**src/rtl/decim_pkg.sv**
```systemverilog
// rtl/decim_pkg.sv - shared sample type and log2 helper for the decimating output FIFO
package decim_pkg;

  localparam int DW = 8;

  typedef logic [DW-1:0] sample_t;

  // Only ever called on powers of two, where ceil-log2 is exact.
  function automatic int log2_pow2(input int v);
    return $clog2(v);
  endfunction

endpackage

```
**src/rtl/decim_fifo_if.sv**
```systemverilog
// rtl/decim_fifo_if.sv - sample input and valid/ready output handshake of decim_fifo
interface decim_fifo_if;
  import decim_pkg::*;

  sample_t in_data;
  logic    in_en;
  sample_t out_data;
  logic    out_valid;
  logic    out_ready;

  modport master (
    output in_data, in_en, out_ready,
    input  out_data, out_valid
  );

  modport slave (
    input  in_data, in_en, out_ready,
    output out_data, out_valid
  );

endinterface

```
**src/rtl/decim_fifo_sync_fifo.sv**
```systemverilog
// rtl/decim_fifo_sync_fifo.sv - circular sample buffer with explicit level and sticky drop flag
module sync_fifo
  import decim_pkg::*;
#(
  parameter int DEPTH = 4
) (
  input  logic                     clk,
  input  logic                     rst,
  input  logic                     push,
  input  sample_t                  push_data,
  input  logic                     pop_ready,
  output sample_t                  head_data,
  output logic                     head_valid,
  output logic [$clog2(DEPTH):0]   level,
  output logic                     overflow
);

  localparam int AW = log2_pow2(DEPTH);
  localparam logic [AW:0] FULL_LVL = (AW+1)'(DEPTH);

  sample_t       mem [DEPTH];
  logic [AW-1:0] wr_ptr;
  logic [AW-1:0] rd_ptr;
  logic          full;
  logic          empty;
  logic          pop;
  logic          wr_en;
  logic          drop;

  assign full       = (level == FULL_LVL);
  assign empty      = (level == '0);
  assign pop        = !empty && pop_ready;
  // A pop in the same cycle frees the slot the push needs, so full alone does not drop.
  assign wr_en      = push && (!full || pop);
  assign drop       = push && full && !pop;

  assign head_valid = !empty;
  assign head_data  = empty ? '0 : mem[rd_ptr];

  always_ff @(posedge clk) begin
    if (wr_en) begin
      mem[wr_ptr] <= push_data;
    end
  end

  always_ff @(posedge clk) begin
    if (rst) begin
      wr_ptr   <= '0;
      rd_ptr   <= '0;
      level    <= '0;
      overflow <= 1'b0;
    end else begin
      if (wr_en) begin
        wr_ptr <= wr_ptr + AW'(1);
      end
      if (pop) begin
        rd_ptr <= rd_ptr + AW'(1);
      end
      level <= level + (AW+1)'(wr_en) - (AW+1)'(pop);
      if (drop) begin
        overflow <= 1'b1;
      end
    end
  end

endmodule

```
**src/rtl/decim_fifo.sv**
```systemverilog
// rtl/decim_fifo.sv - decimate-by-DECIM stage feeding a small FIFO; DECIM_AVG_EN selects block average over sample pick
module decim_fifo
  import decim_pkg::*;
#(
  parameter int DECIM = 4,
  parameter int DEPTH = 4
) (
  input  logic                   clk,
  input  logic                   rst,
  decim_fifo_if.slave            bus,
  output logic [$clog2(DEPTH):0] level,
  output logic                   overflow
);

  localparam int L = log2_pow2(DECIM);
  localparam logic [L-1:0] PH_LAST = L'(DECIM - 1);

  logic [L-1:0] phase;
  logic         last;
  sample_t      result;

  assign last = bus.in_en && (phase == PH_LAST);

  // DECIM is a power of two, so the natural wrap returns phase to 0 after the last sample.
  always_ff @(posedge clk) begin
    if (rst) begin
      phase <= '0;
    end else if (bus.in_en) begin
      phase <= phase + L'(1);
    end
  end

`ifdef DECIM_AVG_EN
  logic [DW+L-1:0] acc;
  logic [DW+L-1:0] sum;

  assign sum    = acc + (DW+L)'(bus.in_data);
  assign result = sum[DW+L-1:L];

  always_ff @(posedge clk) begin
    if (rst) begin
      acc <= '0;
    end else if (bus.in_en) begin
      acc <= last ? '0 : sum;
    end
  end
`else
  assign result = bus.in_data;
`endif

  sync_fifo #(
    .DEPTH (DEPTH)
  ) u_fifo (
    .clk        (clk),
    .rst        (rst),
    .push       (last),
    .push_data  (result),
    .pop_ready  (bus.out_ready),
    .head_data  (bus.out_data),
    .head_valid (bus.out_valid),
    .level      (level),
    .overflow   (overflow)
  );

endmodule

```
**src/flat_wrapper.sv**
```systemverilog
// flat-port wrapper written by rule: the top's interface ports become plain ports
module decim_fifo_flat import decim_pkg::*;
#(
  parameter int DECIM = 4,
  parameter int DEPTH = 4
)
  (clk, rst, level, overflow, bus_in_data, bus_in_en, bus_out_ready, bus_out_data, bus_out_valid);
  decim_fifo_if bus_i ();
  input  logic clk;
  input  logic rst;
  output logic [$clog2(DEPTH):0] level;
  output logic overflow;
  input wire logic [$bits(bus_i.in_data)-1:0] bus_in_data;
  input wire logic [$bits(bus_i.in_en)-1:0] bus_in_en;
  input wire logic [$bits(bus_i.out_ready)-1:0] bus_out_ready;
  output wire logic [$bits(bus_i.out_data)-1:0] bus_out_data;
  output wire logic [$bits(bus_i.out_valid)-1:0] bus_out_valid;
  assign bus_i.in_data = bus_in_data;
  assign bus_i.in_en = bus_in_en;
  assign bus_i.out_ready = bus_out_ready;
  assign bus_out_data = bus_i.out_data;
  assign bus_out_valid = bus_i.out_valid;
  decim_fifo #(.DECIM(DECIM), .DEPTH(DEPTH)) u_core (.clk(clk), .rst(rst), .bus(bus_i), .level(level), .overflow(overflow));
endmodule
```
**config.mk**
```make
export PLATFORM = sky130hd
export DESIGN_NAME = decim_fifo_flat
export DESIGN_NICKNAME = d
export VERILOG_FILES = /design/src/rtl/decim_pkg.sv /design/src/rtl/decim_fifo_if.sv /design/src/rtl/decim_fifo_sync_fifo.sv /design/src/rtl/decim_fifo.sv /design/src/flat_wrapper.sv
export SDC_FILE = /design/constraint.sdc
export NUM_CORES = 1
export LEC_CHECK = 0
export CAP_MARGIN = 0
export CORE_MARGIN = 3
export CORE_UTILIZATION = 40
export DETAILED_ROUTE_END_ITERATION = 7
export PLACE_DENSITY = 0.67
export SLEW_MARGIN = 0
export SYNTH_ARGS = -nofsm -noshare
export SYNTH_HDL_FRONTEND = slang
export SYNTH_SLANG_ARGS = --single-unit
```
**constraint.sdc**
```tcl
create_clock -name clk -period 3.9 [get_ports clk]
set_clock_uncertainty 0.1 [all_clocks]
set_input_delay 1.17 -clock clk [delete_from_list [all_inputs] [get_ports clk]]
set_output_delay 1.17 -clock clk [all_outputs]
set_load 0.005 [all_outputs]
```
Word level (Yosys, flattened, before mapping):

Memories as Yosys holds them, arrays and structs flattened. A register that Yosys moved wholly into a read port is not among the register bits.
Index checks and enable logic that the tools add are counted.

* eq/ne operators: 2
* reduce and logical (&&, ||, !) cells: 10
* mux-type cells: 5
* $add $sub $neg: 5

Operator list (number)
* 2-to-1 mux 8 bit: 1
* adder 2 x 1 -> 2 bit, second input constant: 3
* logical AND 1 bit: 5
* 2-to-1 mux 2 bit: 2
* adder 3 x 1 -> 3 bit: 1
* equality test 3 bit, second input constant: 1
* zero test 1 bit: 3
* zero test 3 bit: 1
* subtractor 3 x 1 -> 3 bit: 1
* equality test 2 bit, second input constant: 1
* 2-to-1 mux 1 bit: 2
* logical OR 1 bit: 1

* register bits: 10
* logic and storage cells: 28
* input bits: 12
* output and inout port bits: 13
* RAM bits: 32
* memories kept: 1

Memory list
* u_core.u_fifo.mem: words 4, bits a word 8, rd ports 1, clocked after Yosys merged registers in 1, write ports 1, line decim_fifo_sync_fifo.sv:21 `sample_t mem [DEPTH];`

Depth between registers and ports, before layout:

* depth after elaboration: 7
* depth in mapped cells: 11

By module:

Synthesis repeated with hierarchy kept, for this count alone.

* cell total of the unflattened synthesis: 113
* area total of the unflattened synthesis: 1816.7 um2

Modules (own cells, without submodules)
* sync_fifo: area each 1730.4 um2, seq. area each 1161.1 um2, times used 1, cells each 105
* decim_fifo: area each 86.3 um2, seq. area each 40.0 um2, times used 1, cells each 8

Least setup slack after synthesis:

No wires, ideal clock.

* kind: input to register
* from: in bus_out_ready
* to: reg u_core.u_fifo.level[2]
* required time: 3672 ps
* arrival: 2675 ps
* library setup time: 128 ps
* cell stages on the path: 10
* buffers on the path: 0
* setup slack: 998 ps
* path through: nor4b_4 -> nor2_4 -> inv_1 -> ha_1 -> inv_1 -> ha_1 -> fa_1 -> xnor2_1 -> xnor2_1 -> nor2_1

* word-level cells in the longest chain between the ends: 5

RTL lines
* start, declared: line flat_wrapper.sv:15 `input wire logic [$bits(bus_i.out_ready)-1:0] bus_out_ready;`
* logical AND 1 bit *: line decim_fifo_sync_fifo.sv:32 `assign pop = !empty && pop_ready;`
* logical OR 1 bit: line decim_fifo_sync_fifo.sv:34 `assign wr_en = push && (!full || pop);`
* logical AND 1 bit: line decim_fifo_sync_fifo.sv:34
* adder 3 x 1 -> 3 bit: line decim_fifo_sync_fifo.sv:59 `level <= level + (AW+1)'(wr_en) - (AW+1)'(pop);`
* subtractor 3 x 1 -> 3 bit *: line decim_fifo_sync_fifo.sv:59
* end signal, assigned: line decim_fifo_sync_fifo.sv:59
* end, declared: line decim_fifo_sync_fifo.sv:14 `output logic [$clog2(DEPTH):0] level,`

Every way passes the cells marked *; elsewhere a longest branch is shown, timed or not.
A chain may end at the register's enable or synchronous reset.

==> results.sh <==
export IMPL_max_vdd_ir_drop_uv=231
export IMPL_holdBufCountCts=0
export IMPL_drv_slew=0
export IMPL_leakage_nw=0.753
export IMPL_num_antenna_cells=0
export IMPL_critPathKind="register to primary output"
export IMPL_cts_buffers=5
export IMPL_critPathLaunchType="register"
export IMPL_power_density_mw_per_mm2=554
export IMPL_drtIter0Drc=66
export IMPL_wl_mm=2.93
export IMPL_dieArea_mm2=0.00542
export IMPL_synth_nets=133
export IMPL_start_util_pct=43.5
export IMPL_grtUsageTotal_pct=12.6
export IMPL_hold_violations=0
export IMPL_grt_max_degree=14
export IMPL_maxCapViolCount=0
export IMPL_crit_fanout=8
export IMPL_syn_to_final_growth_pct=20.0
export IMPL_gp_congestion=0.678
export IMPL_worst_slew_pin_slew_ns=0.554
export IMPL_wl_per_cell_um=15.3
export IMPL_wl_met2_mm=1.48
export IMPL_post_route_util_pct=52.3
export IMPL_seq_area_mm2=0.00120
export IMPL_io_buffers=24
export IMPL_remaining_drc_errors=0
export IMPL_vias=962
export IMPL_cpPeakStageDelay_ns=0.68
export IMPL_setup_violations=0
export IMPL_io_pins=25
export IMPL_first_global_vias=1017
export IMPL_crit_chain="mux4_1 > nor2b_1 > clkdlybuf4s50_1"
export IMPL_timing_rr_end="u_core.u_fifo.level[2]"
export IMPL_mostFrequentLayoutCells="edfxtp_1, clkdlybuf4s50_1, dfxtp_1, nor2b_1"
export IMPL_netlist_top_cells_area="edfxtp_1, dfxtp_1, mux4_2, ha_1, nor2b_1"
export IMPL_clkSinkCount=44
export IMPL_worstSkewPairLatency_ns=0.29
export IMPL_cp_required_ns=2.63
export IMPL_final_common_cell="edfxtp_1"
export IMPL_run_status="complete, no violations"
export IMPL_core_mm2=0.00420
export IMPL_cts_tree="done"
export IMPL_detail_route_antenna_nets=0
export IMPL_drt_pass1_iter_count=4
export IMPL_yosys_warnings=0
export IMPL_cts_root_buf="clkbuf_8"
export IMPL_ys_types=27
export IMPL_highest_layer="met4"
export IMPL_fillCellCount=365
export IMPL_cts_setup_buffers=0
export IMPL_rows=23
export IMPL_viasPerCell=5.01
export IMPL_synthCells=113
export IMPL_die_w_um=73.6
export IMPL_min_path_type="register to register"
export IMPL_synth_top_cell_area_share_pct=52.5
export IMPL_netlist_area_mm2=0.00183
export IMPL_hold_path_depth=2
export IMPL_grt_pass1_wl_mm=4.91
export IMPL_h_tree_depth=2
export IMPL_dp_hpwl_mm=2.05
export IMPL_maxSlewHeadroom_pct=63.0
export IMPL_max_freq_mhz=291
export IMPL_r2r_start="u_core.u_fifo.level[1]"
export IMPL_drive_above_1_share_pct=14.1
export IMPL_synth_top_area_cell="edfxtp_1"
export IMPL_worst_r2r_cell_count=9
export IMPL_die_y_um=73.6
export IMPL_setup_worst_path_end_class="primary output"
export IMPL_hold_start="u_core.u_fifo.rd_ptr[1]"
export IMPL_r2r_setup_slack_ns=1.59
export IMPL_finalCriticalPeriod_ns=3.44
export IMPL_crit_path_top_delay_cell="dfxtp_1"
export IMPL_cts_repair_resized=0
export IMPL_post_route_period_util_pct=88.3
export IMPL_grt_overflow=0
export IMPL_wl_met3_um=123
export IMPL_multi_input_comb_area_um2=574
export IMPL_clockBufferDepth=2
export IMPL_clkTransAtPathRegs_ns=0.08
export IMPL_fin_nets=161
export IMPL_tns_ns=0
export IMPL_met1_length_mm=1.25
export IMPL_seq_area_frac_synth_pct=65.7
export IMPL_rsz0062_at_grt="no"
export IMPL_avgSynthCellArea_um2=16.2
export IMPL_antenna_found_initial=0
export IMPL_worstPathArrival_ns=2.17
export IMPL_yosys_register_bits=44
## worst max path at each step
| stage | end | slack, ns | depth (start not counted) |
|---|---|---|---|
| floorplan | u_core.u_fifo.level[2] | 1.0 | 10 |
| global placement | u_core.u_fifo.level[2] | 0.40 | 11 |
| detailed placement | u_core.u_fifo.level[2] | 0.34 | 11 |
| CTS | bus_out_data[2] | 0.40 | 3 |
| global route | bus_out_data[2] | 0.30 | 3 |
| finish | bus_out_data[2] | 0.46 | 3 |
## report_power, final
group / total (mW) / switching [mW] / internal [mW]
sequential: 0.585 / 0.0546 / 0.530
clock: 0.267 / 0.142 / 0.125
combinational: 0.366 / 0.128 / 0.238
total: 1.22 / 0.324 / 0.893
## cells by family after synthesis
group | share of synthesized area (%)
DFF | 65.7
and+or+nand+nor | 10.3
buffers and inverters | 2.94
muxes | 12.0
adders and majority gates | 5.88
AOI/OAI and AO/OA | 1.30
xor gates and xnor gates | 1.92
## sequential cells by signal, summed over array words and instances, names as in the netlist, named ones only
register and cells:
u_core.u_fifo.mem 32, u_core.u_fifo.level 3, u_core.phase 2, u_core.u_fifo.rd_ptr 2, u_core.u_fifo.wr_ptr 2, u_core.u_fifo.overflow 1
## layout make-up
type / count / area share, %
sequential: 44 / 54.7
multi-input combinational: 57 / 26.2
timing repair buffer: 25 / 11.3
clock buffer: 7 / 3.48
tap: 50 / 2.85
inverter: 8 / 1.37
clock inverter: 1 / 0.171
## synth_stat cells
| library cell | n |
|---|---|
| nor2_4 | 1 |
| ha_1 | 7 |
| a31oi_1 | 1 |
| or3_1 | 1 |
| buf_6 | 1 |
| fa_1 | 1 |
| nand2b_1 | 2 |
| nor3_1 | 1 |
| dfxtp_1 | 12 |
| o21ai_0 | 1 |
| xnor2_1 | 3 |
| nand2_1 | 2 |
| buf_2 | 1 |
| clkbuf_1 | 2 |
| mux4_2 | 7 |
| nor4b_4 | 1 |
| xor2_1 | 1 |
| mux2_4 | 1 |
| inv_1 | 8 |
| o31ai_1 | 1 |
| mux2i_1 | 2 |
| edfxtp_1 | 32 |
| mux4_1 | 1 |
| nor2_1 | 8 |
| nor2b_1 | 10 |
| a21oi_1 | 1 |
| and2_2 | 4 |
## critical path, delay by kind of cell, from the launching register on
kind	cells	cell delay [ns]
and+or+nand+nor	1	0.14
buffers and inverters	1	0.45
DFF	1	0.68
muxes	1	0.61
## routing by layer
layer  vias up  GRT usage [%]
met5         -              0
met4         0           6.64
met3         7           3.42
met2        21           20.2
met1       473           15.5
li1        461              -
## stage by stage
stage | hold slack [ns] | cell area [µm²] | setup WS, ns | std cells | power (mW)
3_5_place_dp | 0.384 | 2120 | 0.345 | 184 | 0.972
4_1_cts | 0.394 | 2200 | 0.398 | 192 | 1.23
5_1_grt | 0.421 | 2200 | 0.299 | 192 | 1.29
3_3_place_gp | 0.353 | 2120 | 0.395 | 184 | 0.964
2_1_floorplan | 0.359 | 1830 | 0.998 | 113 | 0.793
6_report | 0.399 | 2200 | 0.458 | 192 | 1.22
Power figures use the tool's default switching activity.
==> edit: new RTL, same settings <==
Register the output `overflow`; this adds one clock of latency there. The other outputs are not delayed to match.
--- a/src/rtl/decim_fifo.sv
+++ b/src/rtl/decim_fifo.sv
@@ -16,2 +16,4 @@
   localparam logic [L-1:0] PH_LAST = L'(DECIM - 1);
+
+  logic overflow_d;
 
@@ -61,4 +63,8 @@
     .level      (level),
-    .overflow   (overflow)
+    .overflow   (overflow_d)
   );
+
+  always_ff @(posedge clk) begin
+    overflow <= overflow_d;
+  end
 
Behaviour: no difference found for any inputs over 10 cycles, from zero or initial values and one cycle with rst high; that may be too few to reach the edited logic, so the function may still have changed.
==> edit against the original RTL <==
- total power up 6.3%
- count of clock-buffer cells in the layout decreased by 1
- setup slack lost 0.0076 ns
- routed wire length grew 2.0%
- area after synthesis is 1.1% higher
- cell area grew 2.2%
- sequential cell count rose by 1
- hold slack lost 0.14 ns
- largest cell class unchanged
- highest routed layer unchanged
==> edit: results <==
set metrics [dict create \
    routed_wire_length_per_instance_um 15.3 \
    dp_cells 187 \
    critical-path-max-stage-delay_ns 0.70 \
    synthCells 114 \
    power.density_nw_per_um2 576 \
    seq_area_share_pct 54.4 \
    drt-initial-drc-count 40 \
    fin_total_pwr_mw 1.29 \
    htree_levels 2 \
    clkbuf_count 6 \
    ys_types 27 \
    final-clk-cell-share_pct 4.74 \
    numCtsBuffers 5 \
    fin_cells 195 \
    synth_seq_cells 45 \
    r2r_slack_ns 1.59 \
    synth_nets 134 \
    cp_top_family "flip-flops" \
    pg_seq_uw 598 \
    via_count 958 \
    grt_pass1_wl_um 4800 \
    synthTopCellsByCount "edfxtp_1, dfxtp_1, nor2b_1, inv_1, nor2_1" \
    nonClkBufAreaFrac_pct 11.0 \
    cts.path.max_buffers 2 \
    grt_pass1_vias 1048 \
    status "finished, final reports clean" \
    async_reset_ff_share_pct 0 \
    n_fill_cell 376 \
    grt_usage_pct 12.2 \
    worst_slack_ns 0.451 \
    yosysSeqAreaShare_pct 66.0 \
    worstHoldPathType "reg -> reg" \
    yosysMostFrequentCell "edfxtp_1" \
    power.leakage_nw 0.774 \
    final_core_util_pct 50.9 \
    post_cts_buffers 0 \
    place_area_um2 2140 \
    num-nets-final 162 \
    grt_max_degree 14 \
    min_from "u_core.u_fifo.overflow" \
    layout-drive-gt1-share_pct 14.7 \
    cts_root_buffer "clkbuf_8" \
    largestRegisters "u_core.u_fifo.mem (32), u_core.u_fifo.level (3)" \
    dp_worst_setup_slack_ns 0.347 \
    ir_worst_vdd_mv 0.189 \
    max_slew_margin_pct 60.8 \
    gp_congestion 0.692 \
    antenna_found_initial 0 \
    yosys-top-cells-area "edfxtp_1, dfxtp_1, mux4_2" \
    slew_viol_final 0 \
    combPwrFrac_pct 28.3 \
    internal_power_uw 969 \
    regToRegEndpoint "u_core.u_fifo.level[2]" \
    dp_hpwl_um 2160 \
]
## edit: cell count changes after synthesis, sizes merged
| cell | delta |
|---|---|
| dfxtp | +1 |
## edit: logic make-up (layout without fill, tap and decap cells)
logic type               Yosys count  in the layout  share of synthesized area [%]
flip-flops                        45             45                           66.0
AND/OR/NAND/NOR                   30             30                           10.2
buffers and inverters             12             41                           2.91
multiplexers                      11             11                           11.8
adder cells (fa/ha/maj)            8              8                           5.82
AO/OA/AOI/OAI                      4              4                           1.29
XOR/XNOR                           4              4                           1.89
## edit: per-layer routing
layer	GRT usage [%]	wire length, µm	up-vias
li1	-	-	464
met1	13.4	1120	468
met2	21.9	1690	24
met3	3.51	151	2
met4	5.43	31	0
met5	0	0	-
## edit: worst min path at each step
stage                           end  slack [ns]  cells past startpoint
floorplan           u_core.overflow        0.23                      0
global placement    u_core.overflow        0.24                      0
detailed placement  u_core.overflow        0.24                      0
CTS                 u_core.overflow        0.26                      0
global route        u_core.overflow        0.27                      0
finish              u_core.overflow        0.26                      0
